File: config.mk
export PLATFORM = sky130hd
export DESIGN_NAME = u_xmit_sched_flat
export DESIGN_NICKNAME = d
export VERILOG_FILES = /design/src/rtl/u_xmit_sched_if.sv /design/src/rtl/u_xmit_sched.sv /design/src/flat_wrapper.sv
export SDC_FILE = /design/constraint.sdc
export NUM_CORES = 1
export LEC_CHECK = 0
export ABC_AREA = 1
export ABC_CLOCK_PERIOD_IN_PS = 2000
export CAP_MARGIN = 10
export CORE_MARGIN = 3
export CORE_UTILIZATION = 45
export CTS_CLUSTER_SIZE = 20
export DETAILED_ROUTE_END_ITERATION = 8
export PLACE_DENSITY = 0.87
export SYNTH_ARGS = -nofsm -noshare
export SYNTH_HDL_FRONTEND = slang
export SYNTH_SLANG_ARGS = --single-unit
export TNS_END_PERCENT = 50
File: constraint.sdc
create_clock -name sys_clk -period 2 [get_ports sys_clk]
set_input_delay 0.2 -clock sys_clk [delete_from_list [all_inputs] [get_ports sys_clk]]
set_output_delay 0.2 -clock sys_clk [all_outputs]
set_load 0.05 [all_outputs]
File: src/rtl/u_xmit_sched_if.sv
// Signal bundle between the transmit scheduler and its requesters and UART transmitter.
// The master side is the scheduler. The slave side is the environment around it.
interface u_xmit_sched_if;
    logic        enable;
    logic [3:0]  req;
    logic [31:0] req_data;
    logic [3:0]  req_ack;
    logic        xmit_h;
    logic [7:0]  xmit_data;
    logic        xmit_done;
    logic [1:0]  grant_id;
    logic        busy;
    logic        err;
    logic [2:0]  state_dbg;

    modport master (
        input  enable, req, req_data, xmit_done,
        output req_ack, xmit_h, xmit_data, grant_id, busy, err, state_dbg
    );

    modport slave (
        output enable, req, req_data, xmit_done,
        input  req_ack, xmit_h, xmit_data, grant_id, busy, err, state_dbg
    );
endinterface

File: src/rtl/u_xmit_sched.sv
// Round-robin scheduler feeding single bytes from four requesters to a UART transmitter.
// It applies a start timeout and inserts a fixed idle gap between frames.
module u_xmit_sched #(
    parameter int GAP_CYCLES = 16,
    parameter int START_TMO  = 4
) (
    input  logic           sys_clk,
    input  logic           sys_rst,
    u_xmit_sched_if.master bus
);
    localparam int CNT_MAX = (GAP_CYCLES > START_TMO) ? GAP_CYCLES : START_TMO;
    localparam int CW      = (CNT_MAX < 2) ? 1 : $clog2(CNT_MAX + 1);
    localparam logic [CW-1:0] CNT_SAT  = CW'(CNT_MAX);
    localparam logic [CW-1:0] GAP_LAST = CW'((GAP_CYCLES > 1) ? GAP_CYCLES - 1 : 0);
    localparam logic [CW-1:0] TMO_LAST = CW'((START_TMO > 1) ? START_TMO - 1 : 0);

    typedef enum logic [2:0] {
        IDLE      = 3'd0,
        ISSUE     = 3'd1,
        WAIT_LOW  = 3'd2,
        WAIT_HIGH = 3'd3,
        GAP       = 3'd4
    } state_t;

    state_t         state_q, state_d;
    logic [CW-1:0]  cnt_q, cnt_d;
    logic [1:0]     grant_q, grant_d;
    logic [1:0]     last_q, last_d;
    logic [7:0]     data_q, data_d;
    logic [3:0]     ack_q, ack_d;
    logic           err_q, err_d;

    logic           pick_valid;
    logic [1:0]     pick_idx;
    logic [1:0]     cand;

    function automatic logic [CW-1:0] sat_inc(input logic [CW-1:0] v);
        return (v == CNT_SAT) ? v : v + 1'b1;
    endfunction

    // Walk from the requester furthest from last_q down to the nearest one.
    // The last hit wins, so the search effectively starts at last_q+1.
    always_comb begin
        pick_valid = 1'b0;
        pick_idx   = 2'd0;
        cand       = 2'd0;
        for (int i = 4; i >= 1; i--) begin
            cand = last_q + 2'(i);
            if (bus.req[cand]) begin
                pick_valid = 1'b1;
                pick_idx   = cand;
            end
        end
    end

    always_comb begin
        state_d = state_q;
        cnt_d   = cnt_q;
        grant_d = grant_q;
        last_d  = last_q;
        data_d  = data_q;
        ack_d   = 4'b0000;
        err_d   = 1'b0;
        case (state_q)
            IDLE: begin
                if (bus.enable && bus.xmit_done && pick_valid) begin
                    state_d = ISSUE;
                    grant_d = pick_idx;
                    data_d  = bus.req_data[{pick_idx, 3'b000} +: 8];
                end
            end
            ISSUE: begin
                state_d = WAIT_LOW;
                cnt_d   = '0;
            end
            WAIT_LOW: begin
                if (!bus.xmit_done) begin
                    state_d = WAIT_HIGH;
                end else if (cnt_q >= TMO_LAST) begin
                    // Transmitter never started: drop the frame without touching last_q.
                    err_d   = 1'b1;
                    state_d = IDLE;
                    cnt_d   = '0;
                end else begin
                    cnt_d = sat_inc(cnt_q);
                end
            end
            WAIT_HIGH: begin
                if (bus.xmit_done) begin
                    ack_d   = 4'b0001 << grant_q;
                    last_d  = grant_q;
                    state_d = GAP;
                    cnt_d   = '0;
                end
            end
            GAP: begin
                if (cnt_q >= GAP_LAST) begin
                    state_d = IDLE;
                    cnt_d   = '0;
                end else begin
                    cnt_d = sat_inc(cnt_q);
                end
            end
            default: state_d = IDLE;
        endcase
    end

    always_ff @(posedge sys_clk or posedge sys_rst) begin
        if (sys_rst) begin
            state_q <= IDLE;
            cnt_q   <= '0;
            grant_q <= 2'd0;
            last_q  <= 2'd3;
            data_q  <= 8'h00;
            ack_q   <= 4'b0000;
            err_q   <= 1'b0;
        end else begin
            state_q <= state_d;
            cnt_q   <= cnt_d;
            grant_q <= grant_d;
            last_q  <= last_d;
            data_q  <= data_d;
            ack_q   <= ack_d;
            err_q   <= err_d;
        end
    end

    assign bus.xmit_h    = (state_q == ISSUE);
    assign bus.busy      = (state_q != IDLE);
    assign bus.xmit_data = data_q;
    assign bus.grant_id  = grant_q;
    assign bus.req_ack   = ack_q;
    assign bus.err       = err_q;
    assign bus.state_dbg = state_q;
endmodule

File: src/flat_wrapper.sv
// flat-port wrapper written by rule: the top's interface ports become plain ports
module u_xmit_sched_flat 
#(
    parameter int GAP_CYCLES = 16,
    parameter int START_TMO  = 4
)
  (sys_clk, sys_rst, bus_enable, bus_req, bus_req_data, bus_xmit_done, bus_req_ack, bus_xmit_h, bus_xmit_data, bus_grant_id, bus_busy, bus_err, bus_state_dbg);
  u_xmit_sched_if bus_i ();
  input  logic sys_clk;
  input  logic sys_rst;
  input wire logic [$bits(bus_i.enable)-1:0] bus_enable;
  input wire logic [$bits(bus_i.req)-1:0] bus_req;
  input wire logic [$bits(bus_i.req_data)-1:0] bus_req_data;
  input wire logic [$bits(bus_i.xmit_done)-1:0] bus_xmit_done;
  output wire logic [$bits(bus_i.req_ack)-1:0] bus_req_ack;
  output wire logic [$bits(bus_i.xmit_h)-1:0] bus_xmit_h;
  output wire logic [$bits(bus_i.xmit_data)-1:0] bus_xmit_data;
  output wire logic [$bits(bus_i.grant_id)-1:0] bus_grant_id;
  output wire logic [$bits(bus_i.busy)-1:0] bus_busy;
  output wire logic [$bits(bus_i.err)-1:0] bus_err;
  output wire logic [$bits(bus_i.state_dbg)-1:0] bus_state_dbg;
  assign bus_i.enable = bus_enable;
  assign bus_i.req = bus_req;
  assign bus_i.req_data = bus_req_data;
  assign bus_i.xmit_done = bus_xmit_done;
  assign bus_req_ack = bus_i.req_ack;
  assign bus_xmit_h = bus_i.xmit_h;
  assign bus_xmit_data = bus_i.xmit_data;
  assign bus_grant_id = bus_i.grant_id;
  assign bus_busy = bus_i.busy;
  assign bus_err = bus_i.err;
  assign bus_state_dbg = bus_i.state_dbg;
  u_xmit_sched #(.GAP_CYCLES(GAP_CYCLES), .START_TMO(START_TMO)) u_core (.sys_clk(sys_clk), .sys_rst(sys_rst), .bus(bus_i));
endmodule
==> flow_metrics.tcl <==
set metrics [dict create \
    syn_nets 293 \
    clock_insertion_delay_worst_skew_ps 270 \
    synth_area_um2 1770 \
    cap_violations 0 \
    dieHeight_um 68.7 \
    path_clk_slew_ps 90 \
    synth.lib_cells_used.distinct 32 \
    worstMarginPinSlew_ps 513 \
    run_status "finished clean" \
    floorplan.core_area_um2 3720 \
    vias_per_cell 4.82 \
    fin_crit_sh_pct 95.4 \
    path_delay_family "simple AND/OR/NAND/NOR gates" \
    route.detailed.drc 0 \
    part_of_the_yosys_area_used_for_sequential_elements_pct 35.6 \
    critical-path-max-stage-delay_ps 690 \
    overall_fraction_of_global_route_tracks_in_use_pct 19.9 \
    power.static_leakage_nw 1.31 \
    grt.overflow.total 0 \
    initial_core_util_pct 47.5 \
    timing.setup.critical_path_class "reg -> reg" \
    layoutNonFillerInstCount 365 \
    critical_path_buf_inv_count 2 \
    grt_antenna_before_repair 0 \
    startpoint_type "flip-flop" \
    tritoncts_num_sinks 25 \
    clock_tree_from_tritoncts "done" \
    final.min_clock_period_ps 1910 \
    final_antenna_diode_count 0 \
    cts_made_buffers 3 \
    worst_vdd_ir_v 0.000699 \
    report.final.hold_viol_count 0 \
    synth_enable_flop_cells 0 \
    grt_first_pass_wirelength_um 7190 \
    pwr_density_cell_nw_per_um2 1670 \
    clock-root-buffer "clkbuf_8" \
    gp_congestion 0.889 \
    yosysWarnings 0 \
    placement.io_buffers 59 \
    flow.area_growth_from_synthesis_pct 43.6 \
    worst_ep_arrival_time_ps 2120 \
    worst_ep_required_time_ps 2210 \
    total_die_area_um2 4710 \
    ctsHoldBuffers 0 \
    hold_class "in -> async" \
    critPathCaptureType "flip-flop" \
    ys_dominant_reg_cell "dfrtp_1" \
    setup_viol 0 \
    synth_register_bits 25 \
    die-width_um 68.7 \
    drive_above_1_share_pct 15.8 \
    relSlewSlack_pct 65.7 \
    timing.final.ws_setup_ps 91.6 \
    timing.critical_path.mode_cell "nand2_4" \
    totalPowerFinal_mw 4.23 \
    wl_um 4440 \
    htreeDepth 1 \
    pre_cts_ws_ps 9.73 \
    detail_route.wl_per_cell_um 12.2 \
    ant_nets 0 \
    timing.hold.ws_ps 191 \
    rows 22 \
    worst-r2r-setup-slack_ps 90 \
    avgSynthCellArea_um2 7.07 \
    grt_start_max_net_pins 28 \
    layout.nets 361 \
    finish.utilization_pct 68.3 \
    via_count_of_the_first_global_routing_pass 1638 \
    hpwl_um 3490 \
    dp_cells 358 \
    num_io_pins 60 \
    critical_path_cell_sequence "inv_8 -> nand2_4 -> nand2_2 -> nand2_4 -> nand2_2 -> nor2_1 -> nand2_1 -> nand2_4 -> inv_2 -> nor2_4 -> o211ai_1 -> nand3_1" \
    dr.first_iter.drc_count 184 \
    fmaxAchievable_ghz 0.524 \
    report.final.slew_viol_count 0 \
    async_s_r_ff_share_synth_pct 100 \
    clockBufferDepth 2 \
    syn-instance-count 250 \
    cpMaxStageDelayCell "dfstp_2" \
    maximum_clock_skew_at_final_layout_ps 2.49 \
    drt_pre_antenna_iters 4 \
    num_vias 1758 \
    crit_path_max_fanout 8 \
]
[report_power, final]
group | leakage [nW] | internal (mW) | switching, mW
logic | 0.965 | 1.07 | 1.97
clock network | 0.0255 | 0.140 | 0.164
registers | 0.319 | 0.703 | 0.183
[metrics by stage]
stage / setup TNS [ps] / cell area [um^2]
finish: 0 / 2540
CTS: 0 / 2460
detailed placement: 0 / 2420
global route: -12.3 / 2540
floorplan: 0 / 1770
global placement: 0 / 2420
[registers in the layout, summed over array words and instances, names as in the netlist]
register	cells
u_core.last_q	2
u_core.cnt_q	5
u_core.bus.req_ack	4
u_core.bus.xmit_data	8
u_core.bus.state_dbg	3
u_core.bus.err	1
u_core.bus.grant_id	2
[area by class of cell]
| cell class | count | area [um^2] |
|---|---|---|
| fillers | 337 | 1180 |
| multi-input cells | 170 | 951 |
| repair buffers | 66 | 647 |
| flip-flops and latches | 25 | 628 |
| inverters | 52 | 205 |
| well taps | 48 | 60.1 |
| clock buffers | 3 | 41.3 |
| clock inverters | 1 | 5.00 |
[kinds of logic after synthesis]
logic type	Yosys count	synth area share (%)
buffers and inverters	56	13.8
adders and majority gates	3	2.12
DFF	25	35.6
and+or+nand+nor	149	42.1
AOI/OAI and AO/OA	17	6.37
[worst paths after layout]
path	from	endpoint	cells past startpoint
max	u_core.last_q[0]	u_core.bus.xmit_data[5]	12
min	sys_rst	u_core.bus.grant_id[1]	2
max reg2reg	u_core.last_q[0]	u_core.bus.xmit_data[5]	12
min reg2reg	u_core.bus.xmit_data[3]	u_core.bus.xmit_data[3]	2
max in group asynchronous	sys_rst	u_core.last_q[0]	3
min in group sys_clk	u_core.bus.xmit_data[3]	u_core.bus.xmit_data[3]	2
[synth_stat cells, drive strengths merged (3+ instances only)]
master	instances	area, um^2
nand3	31	173
nor3	5	25.0
buf	3	37.5
ha	3	37.5
or2	5	31.3
dfrtp	23	576
nand4	3	25.0
nand2	76	363
nor2	27	111
o211ai	5	37.5
o21ai	5	28.8
inv	52	203
[layer usage]
metal	share of wire (%)	routed length [um]	GRT usage, %
met5	0	0	0
met4	1.4	61	6.45
met3	5.4	240	2.27
met2	53	2340	35.6
met1	40	1790	24.5
[cell usage in the layout, fill, tap and decap left out, types with 2 or more instances in the layout]
| cell | Yosys | final |
|---|---|---|
| nor2_4 | 1 | 2 |
| inv_2 | 4 | 3 |
| buf_4 | 0 | 6 |
| o21ai_0 | 4 | 4 |
| inv_1 | 47 | 47 |
| nand2_8 | 0 | 2 |
| buf_6 | 2 | 2 |
| nor2_1 | 25 | 24 |
| clkbuf_8 | 0 | 3 |
| nor3_1 | 5 | 4 |
| a31oi_1 | 2 | 2 |
| ha_1 | 3 | 3 |
| nand2_1 | 57 | 55 |
| nand4_1 | 2 | 2 |
| dfrtp_1 | 23 | 23 |
| or2_1 | 5 | 5 |
| a21oi_1 | 2 | 2 |
| nand2_2 | 13 | 13 |
| nand2_4 | 6 | 7 |
| clkdlybuf4s50_1 | 0 | 57 |
| nand3_1 | 29 | 29 |
| dfstp_2 | 2 | 2 |
| o211ai_1 | 5 | 5 |
[timing repair]
action                                  4_1_cts  5_1_grt
setup buffers                                 0        2
pin swaps                                     0        4
endpoints found under the setup margin        1        8
resized for setup                             1       11
gates cloned                                  0        1
Note: power is estimated with default switching activity, not from simulation.
